[config.mk]
export PLATFORM = sky130hd
export DESIGN_NAME = conv_apb_master
export DESIGN_NICKNAME = d
export VERILOG_FILES = /design/src/rtl/conv_apb_pkg.sv /design/src/rtl/conv_apb_master.sv
export SDC_FILE = /design/constraint.sdc
export NUM_CORES = 1
export LEC_CHECK = 0
export ABC_AREA = 1
export BUFFER_PORTS_ARGS = -buffer_cell sky130_fd_sc_hd__clkbuf_2
export CORE_MARGIN = 2
export CORE_UTILIZATION = 52
export CTS_CLUSTER_DIAMETER = 50
export DETAILED_ROUTE_END_ITERATION = 10
export PLACE_DENSITY = 0.88
export SLEW_MARGIN = 20
export SYNTH_ARGS = -nofsm -noshare
export SYNTH_HDL_FRONTEND = slang
export SYNTH_SLANG_ARGS = --single-unit
[constraint.sdc]
create_clock -name CLK -period 2.4 [get_ports CLK]
set_clock_uncertainty 0.15 [all_clocks]
set_input_delay 0.24 -clock CLK [delete_from_list [all_inputs] [get_ports CLK]]
set_output_delay 0.24 -clock CLK [all_outputs]
set_load 0.02 [all_outputs]
[src/rtl/conv_apb_pkg.sv]
// Shared definitions for the convolution accelerator APB initiator.
// State encodings and accelerator register offsets.
package conv_apb_pkg;

    localparam logic [2:0] S_IDLE   = 3'd0;
    localparam logic [2:0] S_SETUP  = 3'd1;
    localparam logic [2:0] S_ACCESS = 3'd2;
    localparam logic [2:0] S_GAP    = 3'd3;
    localparam logic [2:0] S_RESP   = 3'd4;

    typedef enum logic [2:0] {
        ST_IDLE   = S_IDLE,
        ST_SETUP  = S_SETUP,
        ST_ACCESS = S_ACCESS,
        ST_GAP    = S_GAP,
        ST_RESP   = S_RESP
    } apb_state_t;

    localparam logic [31:0] REG_CMD     = 32'h0000_0000;
    localparam logic [31:0] REG_INCH    = 32'h0000_0004;
    localparam logic [31:0] REG_OUTCH   = 32'h0000_0008;
    localparam logic [31:0] REG_FLENGTH = 32'h0000_000C;
    localparam logic [31:0] REG_FLAGS   = 32'h0000_0010;

endpackage

[src/rtl/conv_apb_master.sv]
// APB initiator driving the convolution accelerator register slave.
// Single outstanding write, read or poll-until-match command.
module conv_apb_master
    import conv_apb_pkg::*;
#(
    parameter int ADDR_WIDTH = 32,
    parameter int DATA_WIDTH = 32,
    parameter int POLL_CNT_W = 16
) (
    input  logic                  CLK,
    input  logic                  RESET,
    input  logic                  cmd_valid,
    output logic                  cmd_ready,
    input  logic                  cmd_write,
    input  logic                  cmd_poll,
    input  logic [ADDR_WIDTH-1:0] cmd_addr,
    input  logic [DATA_WIDTH-1:0] cmd_wdata,
    input  logic [DATA_WIDTH-1:0] cmd_mask,
    input  logic [POLL_CNT_W-1:0] poll_limit,
    output logic                  rsp_valid,
    input  logic                  rsp_ready,
    output logic [DATA_WIDTH-1:0] rsp_rdata,
    output logic                  rsp_err,
    output logic                  rsp_timeout,
    output logic [ADDR_WIDTH-1:0] PADDR,
    output logic                  PSEL,
    output logic                  PENABLE,
    output logic                  PWRITE,
    output logic [DATA_WIDTH-1:0] PWDATA,
    input  logic [DATA_WIDTH-1:0] PRDATA,
    input  logic                  PREADY,
    input  logic                  PSLVERR
);

    localparam logic [POLL_CNT_W-1:0] CNT_MAX = {POLL_CNT_W{1'b1}};

    apb_state_t state_q, state_d;

    logic [ADDR_WIDTH-1:0] addr_q, addr_d;
    logic [DATA_WIDTH-1:0] pwdata_q, pwdata_d;
    logic [DATA_WIDTH-1:0] cmp_q, cmp_d;
    logic [DATA_WIDTH-1:0] mask_q, mask_d;
    logic                  write_q, write_d;
    logic                  poll_q, poll_d;
    logic [POLL_CNT_W-1:0] limit_q, limit_d;
    logic [POLL_CNT_W-1:0] cnt_q, cnt_d;
    logic [DATA_WIDTH-1:0] rdata_q, rdata_d;
    logic                  err_q, err_d;
    logic                  tmo_q, tmo_d;
    logic                  psel_q, psel_d;
    logic                  pen_q, pen_d;
    logic                  crdy_q, crdy_d;
    logic                  rval_q, rval_d;

    logic [POLL_CNT_W-1:0] cnt_inc;
    logic                  hit;

    assign cnt_inc = (cnt_q == CNT_MAX) ? cnt_q : cnt_q + 1'b1;
    assign hit     = ((PRDATA & mask_q) == (cmp_q & mask_q));

    // Next-state, command latch, poll bookkeeping and registered outputs
    always_comb begin
        state_d  = state_q;
        addr_d   = addr_q;
        pwdata_d = pwdata_q;
        cmp_d    = cmp_q;
        mask_d   = mask_q;
        write_d  = write_q;
        poll_d   = poll_q;
        limit_d  = limit_q;
        cnt_d    = cnt_q;
        rdata_d  = rdata_q;
        err_d    = err_q;
        tmo_d    = tmo_q;

        unique case (state_q)
            ST_IDLE: begin
                if (cmd_valid && crdy_q) begin
                    addr_d   = cmd_addr;
                    write_d  = cmd_write & ~cmd_poll;
                    pwdata_d = (cmd_write && !cmd_poll) ? cmd_wdata : '0;
                    cmp_d    = cmd_wdata;
                    mask_d   = cmd_mask;
                    poll_d   = cmd_poll;
                    limit_d  = poll_limit;
                    cnt_d    = '0;
                    rdata_d  = '0;
                    err_d    = 1'b0;
                    tmo_d    = 1'b0;
                    state_d  = ST_SETUP;
                end
            end
            ST_SETUP: state_d = ST_ACCESS;
            ST_ACCESS: begin
                if (PREADY) begin
                    cnt_d = cnt_inc;
                    err_d = PSLVERR;
                    if (!write_q) rdata_d = PRDATA;
                    if (!poll_q || hit || PSLVERR) begin
                        state_d = ST_RESP;
                    end else if (limit_q != '0 && cnt_inc == limit_q) begin
                        tmo_d   = 1'b1;
                        state_d = ST_RESP;
                    end else begin
                        state_d = ST_GAP;
                    end
                end
            end
            ST_GAP:  state_d = ST_SETUP;
            ST_RESP: begin
                if (rval_q && rsp_ready) state_d = ST_IDLE;
            end
            default: state_d = ST_IDLE;
        endcase

        crdy_d = (state_d == ST_IDLE);
        psel_d = (state_d == ST_SETUP) || (state_d == ST_ACCESS);
        pen_d  = (state_d == ST_ACCESS);
        rval_d = (state_d == ST_RESP);
    end

    // State and datapath registers with synchronous reset
    always_ff @(posedge CLK) begin
        if (RESET) begin
            state_q  <= ST_IDLE;
            addr_q   <= '0;
            pwdata_q <= '0;
            cmp_q    <= '0;
            mask_q   <= '0;
            write_q  <= 1'b0;
            poll_q   <= 1'b0;
            limit_q  <= '0;
            cnt_q    <= '0;
            rdata_q  <= '0;
            err_q    <= 1'b0;
            tmo_q    <= 1'b0;
            psel_q   <= 1'b0;
            pen_q    <= 1'b0;
            crdy_q   <= 1'b0;
            rval_q   <= 1'b0;
        end else begin
            state_q  <= state_d;
            addr_q   <= addr_d;
            pwdata_q <= pwdata_d;
            cmp_q    <= cmp_d;
            mask_q   <= mask_d;
            write_q  <= write_d;
            poll_q   <= poll_d;
            limit_q  <= limit_d;
            cnt_q    <= cnt_d;
            rdata_q  <= rdata_d;
            err_q    <= err_d;
            tmo_q    <= tmo_d;
            psel_q   <= psel_d;
            pen_q    <= pen_d;
            crdy_q   <= crdy_d;
            rval_q   <= rval_d;
        end
    end

    assign cmd_ready   = crdy_q;
    assign rsp_valid   = rval_q;
    assign rsp_rdata   = rdata_q;
    assign rsp_err     = err_q;
    assign rsp_timeout = tmo_q;
    assign PADDR       = addr_q;
    assign PSEL        = psel_q;
    assign PENABLE     = pen_q;
    assign PWRITE      = write_q;
    assign PWDATA      = pwdata_q;

endmodule

==> results of run 1 <==
flip-flops by register name, summed over array words and instances, names as in the netlist, 3 cells and up:
name and cells:
PADDR 32, PWDATA 32, cmp_q 32, cnt_q 16
limit_q 16, mask_q 32, rsp_rdata 32, state_q 3
synth_stat cells (all sizes together):
cell type,instances,share of area
nand4,7,0.0052
o21ai,119,0.070
xnor2,4,0.0041
nor3,7,0.0053
nand2,332,0.15
a22oi,1,0.00089
nand3,31,0.019
o22ai,1,0.00074
nand3b,33,0.029
ha,1,0.0015
o2111ai,1,0.0010
o21a,1,0.00089
a21o,2,0.0018
a211oi,1,0.00089
nor2,168,0.075
nor4,3,0.0040
clkbuf,50,0.022
inv,78,0.035
nor3b,2,0.0018
a21boi,4,0.0035
buf,13,0.0089
dfxtp,203,0.48
o31ai,1,0.00089
o21bai,1,0.00089
xor2,6,0.0062
a21oi,121,0.071
and2,1,0.00074
worst reg2reg max path: cells and delay by family (launching register included):
| family | cells | cell delay, ps |
|---|---|---|
| fa+ha+maj | 1 | 180 |
| buf+inv | 3 | 260 |
| flops | 1 | 360 |
| simple gates | 16 | 1330 |
kinds of logic (layout without fill, tap and decap cells):
kind of cell / Yosys count / in the layout / synth area share
and+or+nand+nor: 584 / 586 / 0.290
AOI/OAI and AO/OA: 253 / 253 / 0.153
DFF: 203 / 203 / 0.479
buffers and inverters: 141 / 554 / 0.0655
xor gates and xnor gates: 10 / 10 / 0.0103
adders and majority gates: 1 / 1 / 0.00148
other: 0 / 4 / 0
where the power goes:
part           internal [uW]  switching, uW  total, uW
logic                    571            839       1410
registers               3570            131       3700
clock network           2140           1460       3600
total                   6280           2430       8710
layout make-up:
cell class,instances,area (sq um),share of cell area
flip-flops and latches,203,4080,0.324
inverters,78,300,0.0238
repair buffers,433,3060,0.243
clock buffers,33,696,0.0552
clock inverters,10,95.1,0.00754
well taps,216,270,0.0214
diodes,4,10.0,0.000794
multi-input cells,850,4090,0.325
final timing paths:
check,slack [ps],to,startpoint,cells past startpoint
hold reg to reg,310,rsp_rdata[25],rsp_rdata[25],2
setup reg to reg,7,PSEL,cnt_q[1],20
setup / recovery,7,PSEL,cnt_q[1],20
hold / removal,110,poll_q,cmd_valid,5
routing by layer:
metal	wire, um	part of all wire
met1	11700	0.36
met2	15800	0.48
met3	2880	0.088
met4	2480	0.075
met5	0	0
metrics by stage:
stage	cell area (sq um)	setup slack [ps]	hold WS, ps	util
final	12600	6.80	109	0.794
after global routing	12600	-120	135	0.793
after CTS	12300	14.8	88.0	0.774
after detailed placement	9990	-65.2	295	0.629
after global placement	9990	21.5	288	0.629
after floorplan	8480	220	225	-
repair_timing:
item                                    CTS  global route
pin swaps                                 0            27
hold endpoints to repair                183             0
endpoints found under the setup margin    5             8
cloned                                    0             2
resized for setup                         2            73
hold buffers                            150             0
buffers inserted                          0             9
==> impl_metrics.env, run 1 <==
export IMPL_status="complete, no violations"
export IMPL_synthesis_area_sq_um=8480
export IMPL_wl_per_cell_um=18.0
export IMPL_antenna_found_initial=3
export IMPL_fp_coreArea_sq_um=15900
export IMPL_grt_pass1_vias=9974
export IMPL_critPathArrivalTime_ps=2650
export IMPL_hold_path_class="primary input to flop"
export IMPL_p_total_uw=8710
export IMPL_ant_nets=0
export IMPL_relSlewSlack=0.309
export IMPL_tns_ps=0
export IMPL_yosys_warnings=0
export IMPL_fillers=972
export IMPL_dp_hpwl_mm=16.5
export IMPL_avgSynthCellArea_sq_um=7.11
export IMPL_use_met2=0.599
export IMPL_setup_violations_final=0
export IMPL_drc=0
export IMPL_worst_path_buf_inv=3
export IMPL_fin_crit_ps=2390
export IMPL_grt_usage=0.350
export IMPL_htree_num_levels=1
export IMPL_io_buffers=254
export IMPL_fin_cells=1827
export IMPL_hold_viol=0
export IMPL_synth_seq_cells=203
export IMPL_gp_congestion=0.915
export IMPL_tritoncts="done"
export IMPL_fin_nets=1743
export IMPL_worst_path_max_fanout=7
export IMPL_die_w_um=132
export IMPL_max_stage_delay_ps=360
export IMPL_maxCapViolations=0
export IMPL_die_y_um=132
export IMPL_cts_max_path_buffers=3
export IMPL_synth_distinct_cells=37
export IMPL_cp_required_ps=2650
export IMPL_dpl_cell_count=1619
export IMPL_fmax_mhz=418
export IMPL_critPathCaptureType="flop"
export IMPL_drt_wl_total_mm=32.8
export IMPL_layout_common_cells="307 x nand2_1, 253 x clkbuf_2, 191 x dfxtp_1"
export IMPL_rsz0062_at_grt="yes"
export IMPL_vias=10400
export IMPL_ctsRootBufferMaster="clkbuf_16"
export IMPL_grt_use_met3=0.0698
export IMPL_syn_num_nets=1345
export IMPL_grt_max_degree=86
export IMPL_fp_dieArea_sq_um=17300
export IMPL_crit_top_cell="nand2_2"
export IMPL_ys_seq_area_frac=0.479
export IMPL_drive_gt1_frac=0.243
export IMPL_final_max_slew_violation_count=0
export IMPL_clock_sinks=203
export IMPL_grt_pass1_wl_mm=49.9
export IMPL_worstPathCellList="ha_4 > inv_2 > nor2_4 > nand2_4 > inv_4 > buf_6 > nand2_8 > nand2_2 > nand2_1 > nand2_2 > nor2_2 > nand2_1 > nor2_1 > nand2_1 > nand2_2 > nand2_2 > nand3_2 > nand2_2 > nand3_2 > nand2_1"
export IMPL_routed_via_density=5.68
export IMPL_layout_commonest_cell="nand2_1"
export IMPL_syn_instance_count=1192
export IMPL_worst_pin_slew_ps=1040
export IMPL_ios=255
export IMPL_p_leak_uw=0.00587
export IMPL_drtPass1Iterations=7
export IMPL_grt_overflow_total=0
export IMPL_clk_pin_slew_ps=60
export IMPL_top_usage_layer="met2"
export IMPL_cts_buffers=24
export IMPL_grt_use_met1=0.397
export IMPL_cp_top_family="simple AND/OR/NAND/NOR gates"
export IMPL_path_class="flop to flop"
export IMPL_clk_latency_ps=510
export IMPL_area_delta_synth_final_pct=48.7
export IMPL_cp_start_kind="flop"
export IMPL_initial_utilization=0.534
export IMPL_vdd_drop_max_uv=719
export IMPL_floorplan_rows=46
export IMPL_crit_slowest_cell="dfxtp_4"
export IMPL_drt_iter0_markers=1047
export IMPL_power_density_nw_per_um2=691
export IMPL_fin_crit_sh=0.997
No activity file was read; power rests on OpenSTA's default activity.
==> run 2: changes to the inputs <==
--- a/config.mk
+++ b/config.mk
@@ -11,7 +11,7 @@
 export CORE_UTILIZATION = 52
 export CTS_CLUSTER_DIAMETER = 50
 export DETAILED_ROUTE_END_ITERATION = 10
-export PLACE_DENSITY = 0.88
+export PLACE_DENSITY = 0.81
 export SLEW_MARGIN = 20
 export SYNTH_ARGS = -nofsm -noshare
 export SYNTH_HDL_FRONTEND = slang
==> impl_metrics.env, run 2 (same netlist as run 1, synthesis figures left out) <==
export IMPL_status="complete, no violations"
export IMPL_finish_utilization=0.788
export IMPL_drt_wl_total_mm=29.9
export IMPL_design_area_sq_um=12500
export IMPL_vias=9756
export IMPL_power_density_nw_per_um2=699
export IMPL_dp_hpwl_mm=16.6
export IMPL_p_sw_frac=0.277
export IMPL_layout_common_cells="319 x nand2_1, 253 x clkbuf_2, 189 x dfxtp_1"
export IMPL_drive_gt1_frac=0.235
export IMPL_htree_num_levels=1
export IMPL_grt_usage=0.328
export IMPL_drt_iter0_markers=885
export IMPL_initial_utilization=0.534
export IMPL_grt_pass1_wl_mm=46.8
export IMPL_drtPass1Iterations=6
export IMPL_setup_violations_final=0
export IMPL_crit_slowest_cell="dfxtp_2"
export IMPL_hold_path_class="primary input to flop"
export IMPL_worst_pin_slew_ps=976
export IMPL_grt_pass1_vias=9393
export IMPL_critPathCaptureType="flop"
export IMPL_max_stage_delay_ps=400
export IMPL_ant_nets=0
export IMPL_path_class="flop to flop"
export IMPL_p_seq_frac=0.422
export IMPL_fin_crit_ps=2300
export IMPL_layout_commonest_cell="nand2_1"
export IMPL_switching_power_uw=2420
export IMPL_p_int_uw=6330
export IMPL_hold_viol=0
export IMPL_worst_slack_ps=99.7
export IMPL_worst_path_buf_inv=3
export IMPL_clkPwrFrac=0.421
export IMPL_maxCapViolations=0
export IMPL_ios=255
export IMPL_relSlewSlack=0.349
export IMPL_worstPathCellList="nand2_2 > nor2_2 > nand2_4 > inv_8 > buf_12 > nand2_4 > nand2_1 > nand2_1 > nand2_1 > nor2_2 > nand2_1 > nor2_2 > nand2_2 > nand2_4 > o21ai_2 > inv_1 > nand3_2 > nand2_1"
export IMPL_reg2reg_slack_ps=100
export IMPL_antenna_found_initial=1
export IMPL_clk_pin_slew_ps=60
export IMPL_ctsRootBufferMaster="clkbuf_16"
export IMPL_fin_nets=1736
export IMPL_die_w_um=132
export IMPL_dp_slack_ps=-37.0
export IMPL_routed_via_density=5.37
export IMPL_grt_overflow_total=0
export IMPL_fmax_mhz=435
export IMPL_final_max_slew_violation_count=0
export IMPL_cts_buffers=25
export IMPL_cp_start_kind="flop"
export IMPL_placed_area_sq_um=9940
export IMPL_drc=0
export IMPL_io_buffers=254
export IMPL_p_leak_uw=0.00585
export IMPL_vdd_drop_max_uv=638
export IMPL_crit_top_cell="nand2_1"
export IMPL_area_delta_synth_final_pct=47.5
export IMPL_cp_top_family="simple AND/OR/NAND/NOR gates"
export IMPL_cp_required_ps=2660
export IMPL_p_comb_frac=0.156
export IMPL_fp_dieArea_sq_um=17300
export IMPL_critPathArrivalTime_ps=2560
export IMPL_floorplan_rows=46
export IMPL_fin_crit_sh=0.958
export IMPL_fp_coreArea_sq_um=15900
export IMPL_gp_congestion=0.950
export IMPL_worst_path_max_fanout=6
export IMPL_die_y_um=132
export IMPL_clk_latency_ps=510
export IMPL_wl_per_cell_um=16.5
export IMPL_grt_max_degree=105
export IMPL_clock_sinks=203
export IMPL_cts_max_path_buffers=3
export IMPL_tritoncts="done"
## run 2: cell types whose count changed in the layout (fill, tap and decap cells not counted), sizes merged
cell	previous run	this run
clkbuf	286	284
buf	30	22
inv	79	84
diode	4	1
clkinvlp	2	0
## run 2: worst paths after layout
| kind | startpoint | depth (start not counted) | end |
|---|---|---|---|
| max | cnt_q[5] | 18 | PSEL |
| min reg2reg | mask_q[2] | 2 | mask_q[2] |
| min | cmd_write | 3 | PWRITE |
| max reg2reg | cnt_q[5] | 18 | PSEL |
## run 2: layout make-up
| cell class | count | area [sq um] |
|---|---|---|
| diodes | 1 | 2.50 |
| clock buffers | 31 | 698 |
| clock inverters | 13 | 115 |
| fillers | 1038 | 3370 |
| inverters | 78 | 305 |
| multi-input cells | 850 | 4050 |
| flip-flops and latches | 203 | 4080 |
| well taps | 216 | 270 |
| repair buffers | 425 | 2990 |
## run 2: worst reg2reg max path, delay by kind of cell, from the launching register on
| family | cells | cell delay [ps] |
|---|---|---|
| compound gates | 1 | 170 |
| buf+inv | 3 | 300 |
| flops | 1 | 400 |
| simple gates | 14 | 1190 |
## run 2: per-layer routing
metal	GRT usage	wire length (um)
met4	0.162	1290
met3	0.0594	2270
met2	0.560	14600
met1	0.396	11700
met5	0	0
## run 2: through the flow
stage                     cells  total power, uW  setup TNS (ps)  hold WS, ps
final                      1817             8750               0          119
after global routing       1817             9080           -68.3          138
after CTS                  1809             8700               0         84.8
after detailed placement   1615             4850           -59.0          297
after global placement     1615             4830               0          292
after floorplan            1192             4410               0          225
## run 2: power by group through the flow
stage	clock [uW]	sequential, uW	combinational, uW
floorplan	0	3840	576
global placement	0	3750	1080
detailed placement	0	3750	1100
CTS	3710	3680	1310
global route	3880	3710	1490
finish	3690	3700	1370
## run 2: timing repair
action / in CTS / in global routing
pin swaps: 0 / 13
gates resized for setup: 2 / 54
cloned: 0 / 2
setup buffers: 0 / 5
endpoints found under the setup margin: 2 / 8
hold buffers: 150 / 0
hold endpoints to repair: 183 / 0
==> run 3: changes to the inputs <==
==> constraint.sdc (replaced) <==
create_clock -name CLK -period 2.2 [get_ports CLK]
set_clock_uncertainty 0.15 [all_clocks]
set_input_delay 0.22 -clock CLK [delete_from_list [all_inputs] [get_ports CLK]]
set_output_delay 0.22 -clock CLK [all_outputs]
set_load 0.02 [all_outputs]
==> impl_metrics.env, run 3 (same netlist as run 1, synthesis figures left out) <==
export IMPL_status="complete, but fails checks"
export IMPL_violations="setup timing"
export IMPL_die_y_um=132
export IMPL_fin_crit_sh=1.09
export IMPL_fin_cells=1854
export IMPL_final_max_slew_violation_count=0
export IMPL_drive_gt1_frac=0.254
export IMPL_floorplan_rows=46
export IMPL_clk_latency_ps=510
export IMPL_r2r_end="PENABLE"
export IMPL_power_density_nw_per_um2=731
export IMPL_worst_path_max_fanout=3
export IMPL_worst_pin_slew_ps=1000
export IMPL_dpl_cell_count=1648
export IMPL_ctsRootBufferMaster="clkbuf_16"
export IMPL_worstPathCellList="nand2_1 > buf_4 > nor2_1 > nand4_1 > nand2_1 > nand2_2 > nand2_1 > nand2_1 > nor2_2 > nand2_1 > nor2_1 > nand2_1 > nand2_2 > nand2_2 > nand3_2 > nand2_2 > nand3_2 > inv_1"
export IMPL_maxCapViolations=0
export IMPL_antenna_found_initial=3
export IMPL_cp_endpoint="PENABLE"
export IMPL_vias=10100
export IMPL_htree_num_levels=1
export IMPL_fp_coreArea_sq_um=15900
export IMPL_fmax_mhz=418
export IMPL_cp_required_ps=2460
export IMPL_io_buffers=254
export IMPL_drt_wl_total_mm=31.6
export IMPL_r2r_start="cnt_q[5]"
export IMPL_layout_common_cells="312 x nand2_1, 253 x clkbuf_2, 197 x dfxtp_1"
export IMPL_grt_overflow_total=0
export IMPL_clock_sinks=203
export IMPL_relSlewSlack=0.330
export IMPL_tritoncts="done"
export IMPL_layout_commonest_cell="nand2_1"
export IMPL_dp_slack_ps=-214
export IMPL_max_stage_delay_ps=420
export IMPL_worst_slack_ps=-192
export IMPL_fin_crit_ps=2390
export IMPL_vdd_drop_max_uv=575
export IMPL_drt_iter0_markers=908
export IMPL_seq_area_sq_um=4080
export IMPL_dp_hpwl_mm=17.3
export IMPL_rsz0062_at_grt="yes"
export IMPL_fp_dieArea_sq_um=17300
export IMPL_r2r_cells=18
export IMPL_routed_via_density=5.46
export IMPL_fin_nets=1772
export IMPL_crit_top_cell="nand2_1"
export IMPL_initial_utilization=0.534
export IMPL_fillers=989
export IMPL_p_leak_uw=0.00599
export IMPL_path_class="flop to flop"
export IMPL_ant_nets=0
export IMPL_grt_max_degree=86
export IMPL_critPathCaptureType="flop"
export IMPL_drtPass1Iterations=6
export IMPL_area_delta_synth_final_pct=50.5
export IMPL_grt_usage=0.341
export IMPL_die_w_um=132
export IMPL_hold_path_class="primary input to flop"
export IMPL_cts_max_path_buffers=3
export IMPL_gp_congestion=0.936
export IMPL_critPathArrivalTime_ps=2650
export IMPL_ios=255
export IMPL_design_area_sq_um=12800
export IMPL_drc=0
export IMPL_crit_start="cnt_q[5]"
export IMPL_reg2reg_slack_ps=-190
export IMPL_setup_violations_final=8
export IMPL_grt_pass1_wl_mm=48.6
export IMPL_cp_start_kind="flop"
export IMPL_clk_pin_slew_ps=70
export IMPL_placed_area_sq_um=10200
export IMPL_cts_buffers=23
export IMPL_wl_per_cell_um=17.0
export IMPL_crit_slowest_cell="dfxtp_1"
export IMPL_grt_pass1_vias=9973
export IMPL_hold_viol=0
export IMPL_multi_input_area_sq_um=4080
run 3: cell types whose count changed in the layout (fill, tap and decap cells not counted), sizes merged, moves of 2 or more:
cell and change:
inv -5, diode +2, dlygate4sd3 -2, buf +39, clkinv +2, clkbuf -2
run 3: per-layer routing:
| metal | up-vias | share of wire | global-route usage |
|---|---|---|---|
| li1 | 4698 | - | - |
| met1 | 4630 | 0.37 | 0.382 |
| met2 | 627 | 0.49 | 0.599 |
| met3 | 166 | 0.083 | 0.0721 |
| met4 | 0 | 0.057 | 0.196 |
| met5 | - | 0 | 0 |
run 3: worst min path at each step:
stage | from | depth (start not counted) | endpoint | slack (ps)
3_3_place_gp | mask_q[31] | 2 | mask_q[31] | 290
3_5_place_dp | PWDATA[30] | 2 | PWDATA[30] | 300
5_1_grt | RESET | 5 | mask_q[21] | 110
6_report | cmd_write | 3 | PWRITE | 70
2_1_floorplan | cmd_mask[0] | 2 | mask_q[0] | 200
4_1_cts | cmd_write | 3 | PWDATA[30] | 60
run 3: cell type report:
class / count / share of cell area
clock inverter: 12 / 0.0102
tap: 216 / 0.0212
sequential: 203 / 0.319
timing repair buffer: 462 / 0.258
multi-input combinational: 851 / 0.320
inverter: 78 / 0.0241
clock buffer: 29 / 0.0469
antenna: 3 / 0.000588
run 3: what timing repair did:
item | in CTS | in global routing
hold buffers | 148 | 0
pin swaps | 10 | 29
resized for setup | 19 | 47
cloned | 2 | 1
endpoints found under the hold margin | 181 | 0
endpoints found under the setup margin | 8 | 8
buffers inserted | 1 | 10
run 3: where the power goes:
part	total, uW	internal (uW)	switching [uW]
clock network	3760	2180	1580
logic	1540	641	902
registers	4020	3890	131
total	9330	6710	2610
run 3: critical path, delay by kind of cell (launching register included):
kind                   cells  cell delay, ps
buffers and inverters      2             220
DFF                        1             420
and+or+nand+nor           16            1510
run 3: per-stage QoR:
step	setup TNS (ps)	hold WS, ps	util	total power (uW)
5_1_grt	-1830	109	0.803	9650
3_3_place_gp	-302	290	0.643	5300
3_5_place_dp	-1030	296	0.643	5330
4_1_cts	-83.1	59.7	0.788	9240
2_1_floorplan	0	205	-	4810
6_report	-1030	72.0	0.803	9330
